[src/rtl/hazard_fwd_unit.sv]
// rtl/hazard_fwd_unit.sv - decode-stage hazard detection and forwarding select unit (optional feature macro: HAZARD_FWD_EN)
module hazard_fwd_unit #(
    parameter int AW    = 5,
    parameter int DEPTH = 2,
    parameter int SW    = $clog2(DEPTH + 1)
) (
    input  logic             clk,
    input  logic             rst,
    input  logic             id_valid,
    input  logic [AW-1:0]    id_rs1,
    input  logic [AW-1:0]    id_rs2,
    input  logic             id_rs1_used,
    input  logic             id_rs2_used,
    input  logic [AW-1:0]    id_rd,
    input  logic             id_we,
    input  logic             id_is_load,
    input  logic             flush,
    output logic [DEPTH-1:0] match1,
    output logic [DEPTH-1:0] match2,
    output logic [SW-1:0]    fwd_sel1,
    output logic [SW-1:0]    fwd_sel2,
    output logic             stall,
    output logic [15:0]      stall_cnt
);

    // Shadow of in-flight producers; index 0 is EX, higher indices are older.
    logic [DEPTH-1:0] sh_v;
    logic [DEPTH-1:0] sh_we;
    logic [DEPTH-1:0] sh_ld;
    logic [AW-1:0]    sh_rd [DEPTH];

    logic             rs1_live;
    logic             rs2_live;
    logic             insert;

    // Lowest set bit wins, so the youngest producer is forwarded.
    function automatic logic [SW-1:0] youngest_sel(input logic [DEPTH-1:0] m);
        logic [SW-1:0] sel;
        sel = '0;
        for (int k = DEPTH - 1; k >= 0; k--) begin
            if (m[k]) begin
                sel = SW'(k + 1);
            end
        end
        return sel;
    endfunction

    // A source only takes part in hazard checks if it is read and is not x0.
    always_comb begin
        rs1_live = id_valid & id_rs1_used & (id_rs1 != '0);
        rs2_live = id_valid & id_rs2_used & (id_rs2 != '0);
    end

    // Per-stage address compare against the pre-edge shadow.
    always_comb begin
        match1 = '0;
        match2 = '0;
        for (int k = 0; k < DEPTH; k++) begin
            match1[k] = rs1_live & sh_v[k] & sh_we[k] & (sh_rd[k] == id_rs1);
            match2[k] = rs2_live & sh_v[k] & sh_we[k] & (sh_rd[k] == id_rs2);
        end
    end

`ifdef HAZARD_FWD_EN
    // Forwarding covers everything except a load still in EX, which costs one bubble.
    always_comb begin
        fwd_sel1 = youngest_sel(match1);
        fwd_sel2 = youngest_sel(match2);
        stall    = (match1[0] | match2[0]) & sh_ld[0];
    end
`else
    // Without forwarding, any dependence on an in-flight producer holds decode.
    always_comb begin
        fwd_sel1 = '0;
        fwd_sel2 = '0;
        stall    = (|match1) | (|match2);
    end
`endif

    // Flush wins over stall: a killed instruction never enters the shadow.
    always_comb begin
        insert = id_valid & ~stall & ~flush;
    end

    // Shadow pipeline: entry 0 takes the decode instruction or a bubble, the rest shift down.
    always_ff @(posedge clk) begin
        if (rst) begin
            sh_v  <= '0;
            sh_we <= '0;
            sh_ld <= '0;
            for (int k = 0; k < DEPTH; k++) begin
                sh_rd[k] <= '0;
            end
        end else begin
            for (int k = DEPTH - 1; k > 0; k--) begin
                sh_v[k]  <= sh_v[k-1];
                sh_we[k] <= sh_we[k-1];
                sh_ld[k] <= sh_ld[k-1];
                sh_rd[k] <= sh_rd[k-1];
            end
            sh_v[0]  <= insert;
            sh_we[0] <= insert & id_we;
            sh_ld[0] <= insert & id_is_load;
            sh_rd[0] <= id_rd;
        end
    end

    // Saturating count of cycles spent stalled.
    always_ff @(posedge clk) begin
        if (rst) begin
            stall_cnt <= '0;
        end else if (stall && (stall_cnt != 16'hFFFF)) begin
            stall_cnt <= stall_cnt + 16'd1;
        end
    end

endmodule
[config.mk]
export PLATFORM = sky130hd
export DESIGN_NAME = hazard_fwd_unit
export DESIGN_NICKNAME = d
export VERILOG_FILES = /design/src/rtl/hazard_fwd_unit.sv
export SDC_FILE = /design/constraint.sdc
export NUM_CORES = 1
export LEC_CHECK = 0
export ABC_AREA = 0
export CORE_ASPECT_RATIO = 1.25
export CORE_MARGIN = 5
export CORE_UTILIZATION = 40
export DETAILED_ROUTE_END_ITERATION = 16
export HOLD_SLACK_MARGIN = 0.02
export PLACE_DENSITY = 0.76
export SLEW_MARGIN = 5
export SYNTH_ARGS = -nofsm -noshare
export SYNTH_HDL_FRONTEND = slang
export SYNTH_SLANG_ARGS = --single-unit
[constraint.sdc]
create_clock -name clk -period 3.1 [get_ports clk]
set_input_delay 0.62 -clock clk [delete_from_list [all_inputs] [get_ports clk]]
set_output_delay 0.62 -clock clk [all_outputs]
set_load 0.005 [all_outputs]
; Word level (Yosys, flattened, before mapping)
; Memories as Yosys holds them, arrays and structs flattened.
; Index checks and enable logic that the tools add are counted.
[classes]
add_sub_neg = 1
n_eq_ne = 5
muxes = 5
bitwise_logic = 24
reduce_logical = 5
[op_table]
columns = operator, n
row1 = $eq 5x5->1, 4
row2 = $and 1x1->1, 19
row3 = $add 16x1->16 const B, 1
row4 = $ne 16x16->1 const B, 1
row5 = $mux 5, 2
row6 = $reduce_bool 5->1, 2
row7 = $reduce_or 2->1, 2
row8 = $mux 1, 3
row9 = $or 1x1->1, 3
row10 = $not 1->1, 2
row11 = $logic_and 1x1->1, 1
[totals]
reg_bits = 20
ramBits = 10
in_bits = 23
out_inout_bits = 25
word_cells = 44
mem_count = 1
[mem_list]
columns = memory, words, width, rd, rd_ports_with_merged_regs, wr, line_no
row1 = sh_rd, 2, 5, 2, 0, 2, 30  ; logic [AW-1:0] sh_rd [DEPTH];

; Depth between registers and ports, before layout
; Gate-level depths: netlist (run 1).
[depth]
word_depth = 11
mapped_depth = 8
depth_no_buf = 6

; Least setup slack after synthesis (run 1)
; OpenSTA, ideal clock, no wires.
[synth_timing]
kind = input port to output port
from = input id_rs1[1]
to = output stall
arrival_time_ps = 2074
t_required_ps = 2480
setup_slack_ps = 406
cell_stages = 7
path_buffers = 2
cell_sequence = or4_1 > o211ai_1 > or4_1 > and4_4 > buf_6 > clkbuf_1 > inv_1
[synth_via]
elab_chain_cells = 7
elab_cells_between_ends = 12
classes_between = 2 x eq/ne / 8 x bitwise / 2 x reduce/logical
[synth_rtl]
columns = element, line_no
row1 = "start, declared", 10  ; input logic [AW-1:0] id_rs1,
row2 = $reduce_bool 5->1, 50  ; rs1_live = id_valid & id_rs1_used & (id_rs1 != '0);
row3 = $and 1x1->1, 50
row4 = $and 1x1->1 (3 in a row), 59  ; match1[k] = rs1_live & sh_v[k] & sh_we[k] & (sh_rd[k] == id_rs1);
row5 = $reduce_or 2->1 *, 76  ; stall = (|match1) | (|match2);
row6 = $or 1x1->1 *, 76
row7 = "end, declared", 22  ; output logic stall,
; Every way passes the cells marked *; elsewhere a longest branch is shown, timed or not.

; Final worst setup path (run 1)
[layout_timing]
from = input id_rs1[3]
to = output stall
; Same word-level chain as after synthesis.

==> results of run 1 <==
report_power, final:
group	switching (mW)	leakage (nW)	internal, mW
registers	0.00648	0.244	0.393
logic	0.0310	0.550	0.0447
clock network	0.150	0.0714	0.343
timing repair:
item                                    in CTS  in global routing
hold buffers                                 0                  0
endpoints found under the setup margin       5                  4
pin swaps                                    4                  5
buffers inserted                             0                  1
gates resized for setup                     12                  7
cell type report:
| cell class | instances | area, um2 | area share [%] |
|---|---|---|---|
| Multi-Input combinational cell | 134 | 892 | 40.1 |
| Sequential cell | 30 | 601 | 27.0 |
| Timing Repair Buffer | 55 | 514 | 23.1 |
| Clock buffer | 6 | 82.6 | 3.72 |
| Clock inverter | 2 | 60.1 | 2.70 |
| Tap cell | 40 | 50.0 | 2.25 |
| Inverter | 6 | 22.5 | 1.01 |
cells by family (layout without fill, tap and decap cells):
group,Yosys count,after routing
XOR/XNOR,20,20
AND/OR/NAND/NOR,81,81
multiplexers,6,6
buffers and inverters,17,69
other,1,4
adder cells (fa/ha/maj),1,1
flip-flops,30,30
AO/OA/AOI/OAI,22,22
placed cells by master, fill, tap and decap left out, types with 5 or more instances in the layout:
| cell type | synthesis | final |
|---|---|---|
| dfxtp_1 | 30 | 30 |
| clkdlybuf4s50_1 | 0 | 28 |
| nor2b_1 | 18 | 18 |
| xnor2_1 | 16 | 16 |
| buf_4 | 4 | 13 |
| nor2_1 | 11 | 11 |
| nand4_1 | 9 | 9 |
| a21oi_1 | 9 | 9 |
| dlygate4sd2_1 | 0 | 9 |
| or4_1 | 10 | 7 |
| nand3_1 | 7 | 7 |
| nand2_1 | 6 | 6 |
| inv_1 | 6 | 6 |
| o21ai_0 | 6 | 6 |
| mux2_2 | 6 | 6 |
| clkbuf_8 | 0 | 6 |
| or3_1 | 5 | 5 |
worst max path at each step:
stage               from   endpoint  slack, ns
6_report       id_rs1[3]      stall       0.08
5_1_grt        id_rs2[4]  match2[0]      0.006
4_1_cts         id_valid  match1[1]       0.01
3_5_place_dp   id_rs1[2]      stall      -0.31
3_3_place_gp   id_rs1[2]      stall      -0.25
2_1_floorplan  id_rs1[1]      stall       0.41
state kept, by name, indices dropped and copies added, names as in the netlist:
register and count:
sh_rd 10, sh_v 2, sh_we 2, stall_cnt 16
metal layers:
layer	wire, um	part of all wire (%)
met4	161	4.3
met3	144	3.8
met2	1980	53
met5	0	0
met1	1460	39
critical path, cell delays in order:
cell	delay (ns)
dlygate4sd2_1	0.26
or4_1	0.51
o211ai_1	0.32
or4_4	0.21
and4_4	0.23
inv_1	0.05
clkdlybuf4s15_1	0.20
synthesized netlist by cell type, drive strengths merged (2+ instances only):
cell type | count | area share, %
nand4 | 9 | 3.6
and4 | 2 | 1.3
o31ai | 3 | 1.5
xor2 | 4 | 2.3
or4 | 10 | 4.8
nor2 | 11 | 2.7
buf | 6 | 3.0
dfxtp | 30 | 39
nand3 | 7 | 2.3
nor4 | 3 | 1.2
a21oi | 9 | 2.9
nor3 | 4 | 1.3
mux2 | 6 | 4.4
nand2 | 6 | 1.5
nor2b | 18 | 7.3
or3 | 5 | 2.0
xnor2 | 16 | 9.0
o21ai | 6 | 1.9
o211ai | 2 | 0.97
inv | 6 | 1.5
clkbuf | 5 | 1.2
==> impl_metrics.ini, run 1 <==
[outcome]
status = complete, no violations

[grt]
grtUsageMet3_pct = 4.08
grt_usage_pct = 15.5
grt.overflow.total = 0
grt_use_met1_pct = 16.3
grt_max_degree = 28
grt_use_met2_pct = 27.0
grt.busiest_layer = met2
grt_pass1_wl_um = 6160
grt_pass1_vias = 1376
antenna_found_initial = 0

[placement]
finalWeightedCongestion = 0.819
dp.cells = 264
place_area_um2 = 2060
dpl.hpwl_um = 2740
pre_cts_ws_ns = -0.307
portBuffers = 42

[yosys]
synth_top_family_by_area = simple AND/OR/NAND/NOR gates
synthArstFlopShare_pct = 0
synth_cells = 178
synth_seq_cells = 30
yosysSeqAreaShare_pct = 38.7
syn_avg_cell_area_um2 = 8.72
synth_area_um2 = 1550
synth_warnings = 0
synth.mux.area_fraction_pct = 4.35
yosysUniqueCellTypes = 34
synth_compound_gate_area_share_pct = 8.31
synth_adder_area_share_pct = 0.806
synthXorXnorAreaFrac_pct = 11.3
synth_edf_count = 0
synth_top_flop_cell = dfxtp_1
synthSimpleGateAreaFrac_pct = 30.6

[cts]
clk_pin_slew_ns = 0.07
cts_buffer_depth = 2
numCtsBuffers = 5
cts.sinks = 30
htreeDepth = 2
clk_latency_ns = 0.28
tritoncts = yes
root_buffer = clkbuf_8

[floorplanning]
pin_count = 48
die_w_um = 65.7
num_rows = 25
dieArea_um2 = 5230
initial_utilization_pct = 41.3
core_um2 = 3750
dieHeight_um = 79.6

[critical_path]
regToRegSetupSlack_ns = 0.64
crit_required_ns = 2.48
r2r_start = sh_rd[0][0]
end_kind = primary output
crit_type = input port to primary output
r2r-end = stall_cnt[14]
worst-r2r-cell-count = 7
worstPathArrival_ns = 2.40
cp-start-kind = input port
crit_fanout = 3

[power_and_ir_drop]
p_leak_nw = 0.866
powerDensity_nw_per_um2 = 435
finalPower_uw = 968
ir_drop_v = 0.000263

[finish]
drive_above_1_share_pct = 14.6
stdcell_area_um2 = 2220
nets = 256
synthToLayoutAreaGrowth_pct = 43.2
num-fill-cells = 343
antennaDiodeCount = 0
fin_cells = 273
final_util_pct = 59.2

[route]
postRouteAntennaNets = 0
drc = 0
drt_iter0_drc = 63
drt-total-wl_um = 3750
vias = 1447
wl_per_cell_um = 13.7
drt-pass1-iter-count = 4
via_per_inst = 5.30

[worst_hold_path]
holdPathEnd = sh_we[1]
worstHoldPathType = flop to flop
holdPathStages = 1
worstHoldStart = sh_we[0]

[timing]
rsz0062_at_grt = false
finalHoldViolCount = 0
timing.fmax_mhz = 331
fin_tns_setup_ns = 0
holdWs_ns = 0.464
layout_setup_ws_ns = 0.0757
fin_crit_sh_pct = 97.6
setup_viol = 0
finalMaxSlewViolations = 0
skew_ns = 0.00605
period_minus_slack_ns = 3.02

[job]
maxCapViolations = 0
Note: power is estimated with default switching activity, not from simulation.
==> run 2, diff against run 1 <==
ABC_AREA = unset   (was 0)
SLEW_MARGIN = 0   (was 5)
clock period = 3.05 ns   (was 3.1 ns; I/O delays follow)
==> impl_metrics.ini, run 2 (synthesis gave the netlist of run 1 again) <==
[timing]
rsz0062_at_grt = false
setup_viol = 0
finalMaxSlewViolations = 0
period_minus_slack_ns = 2.97
finalHoldViolCount = 0
skew_ns = 0.00285
fin_crit_sh_pct = 97.2
timing.fmax_mhz = 337

[placement]
dp.cells = 264
portBuffers = 42
finalWeightedCongestion = 0.817
dpl.hpwl_um = 2740

[cts]
tritoncts = yes
clk_latency_ns = 0.28
cts_buffer_depth = 2
clk_pin_slew_ns = 0.06
cts.sinks = 30
numCtsBuffers = 5
htreeDepth = 2
root_buffer = clkbuf_8

[floorplanning]
core_um2 = 3750
num_rows = 25
dieArea_um2 = 5230
die_w_um = 65.7
pin_count = 48
initial_utilization_pct = 41.3
dieHeight_um = 79.6

[power_and_ir_drop]
p_comb_share_pct = 9.5
ir_drop_v = 0.000267
swShare_pct = 22.6
power_switching_uw = 183
powerDensity_nw_per_um2 = 372
intPower_uw = 627
finalPower_uw = 810
p_seq_share_pct = 50.2
p_clk_share_pct = 40.3
p_leak_nw = 0.882

[finish]
largest_register_ff_count = 16
synthToLayoutAreaGrowth_pct = 40.4
antennaDiodeCount = 0
mostFrequentLayoutCells = dfxtp_1 (30), clkdlybuf4s50_1 (26), nor2b_1 (18)
final_util_pct = 58.0
layout_commonest_cell = dfxtp_1
fin_cells = 273
top_regs = stall_cnt x16, sh_rd x10
num-fill-cells = 350
max_flop_register = stall_cnt
drive_above_1_share_pct = 15.5
nets = 256

[critical_path]
worstPathArrival_ns = 2.36
path_delay_family = simple AND/OR/NAND/NOR gates
end_kind = primary output
crit_path_frequent_cell = dlygate4sd2_1
max_stage_delay_ns = 0.50
crit_fanout = 3
crit_type = input port to primary output
crit_required_ns = 2.44
path_cells = dlygate4sd2_1, or4_1, o211ai_1, or4_4, and4_4, inv_1, dlygate4sd2_1
worstPathBufferInverterCount = 3
cp-start-kind = input port
slowest_stage = or4_1

[route]
vias = 1411
drt-total-wl_um = 3630
drc = 0
postRouteAntennaNets = 0
drt_iter0_drc = 44
wl_per_cell_um = 13.3
drt-pass1-iter-count = 4
via_per_inst = 5.17

[grt]
antenna_found_initial = 0
grt_pass1_vias = 1357
grt.overflow.total = 0
grt_max_degree = 28
grt_pass1_wl_um = 6040
grt_usage_pct = 14.8

[job]
maxCapViolations = 0

[worst_hold_path]
worstHoldPathType = flop to flop

[outcome]
status = complete, no violations
==> run 2: final cells by class <==
cell class,instances,area [um2],share of cell area [%]
Timing Repair Buffer,55,510,23.4
Tap cell,40,50.0,2.30
Sequential cell,30,601,27.6
Clock buffer,7,86.3,3.96
Multi-Input combinational cell,134,903,41.5
Clock inverter,1,5.00,0.230
Inverter,6,22.5,1.03
==> run 2: metal layers <==
layer	vias to the layer above	routed length [um]	global-route usage, %	part of all wire, %
met4	0	93	9.34	2.6
met3	9	124	2.82	3.4
met2	25	1940	26.2	53
li1	736	-	-	-
met1	641	1470	15.7	41
met5	-	0	0	0
==> run 2: what timing repair did <==
action	in CTS	in global routing
endpoints found under the setup margin	5	4
hold buffers	0	0
setup buffers	1	0
pin swaps	5	15
endpoints found under the hold margin	0	0
gates resized for setup	13	11
==> run 2: through the flow <==
stage / setup WS, ns / area, um2 / TNS, ns / hold slack [ns]
3_3_place_gp: -0.289 / 2060 / -1.54 / 0.444
4_1_cts: 0.00332 / 2150 / 0 / 0.467
6_report: 0.0840 / 2180 / 0 / 0.469
3_5_place_dp: -0.324 / 2060 / -2.14 / 0.457
5_1_grt: 0.00908 / 2180 / 0 / 0.487
2_1_floorplan: 0.376 / 1560 / 0 / 0.438
==> run 2: final timing paths <==
kind                                   from            end  slack [ns]  depth (start not counted)
worst max-delay path              id_rs1[2]          stall        0.08                          7
worst min-delay path                sh_v[0]        sh_v[1]        0.47                          1
worst max register to register  sh_rd[0][1]  stall_cnt[14]        0.61                          7
worst min register to register      sh_v[0]        sh_v[1]        0.47                          1
==> run 2: power groups by stage <==
stage          Clock [mW]  Sequential [mW]  Combinational (mW)
2_1_floorplan           0            0.413              0.0383
3_3_place_gp            0            0.415              0.0792
3_5_place_dp            0            0.415              0.0806
4_1_cts             0.338            0.406              0.0759
5_1_grt             0.351            0.407              0.0846
6_report            0.326            0.406              0.0772
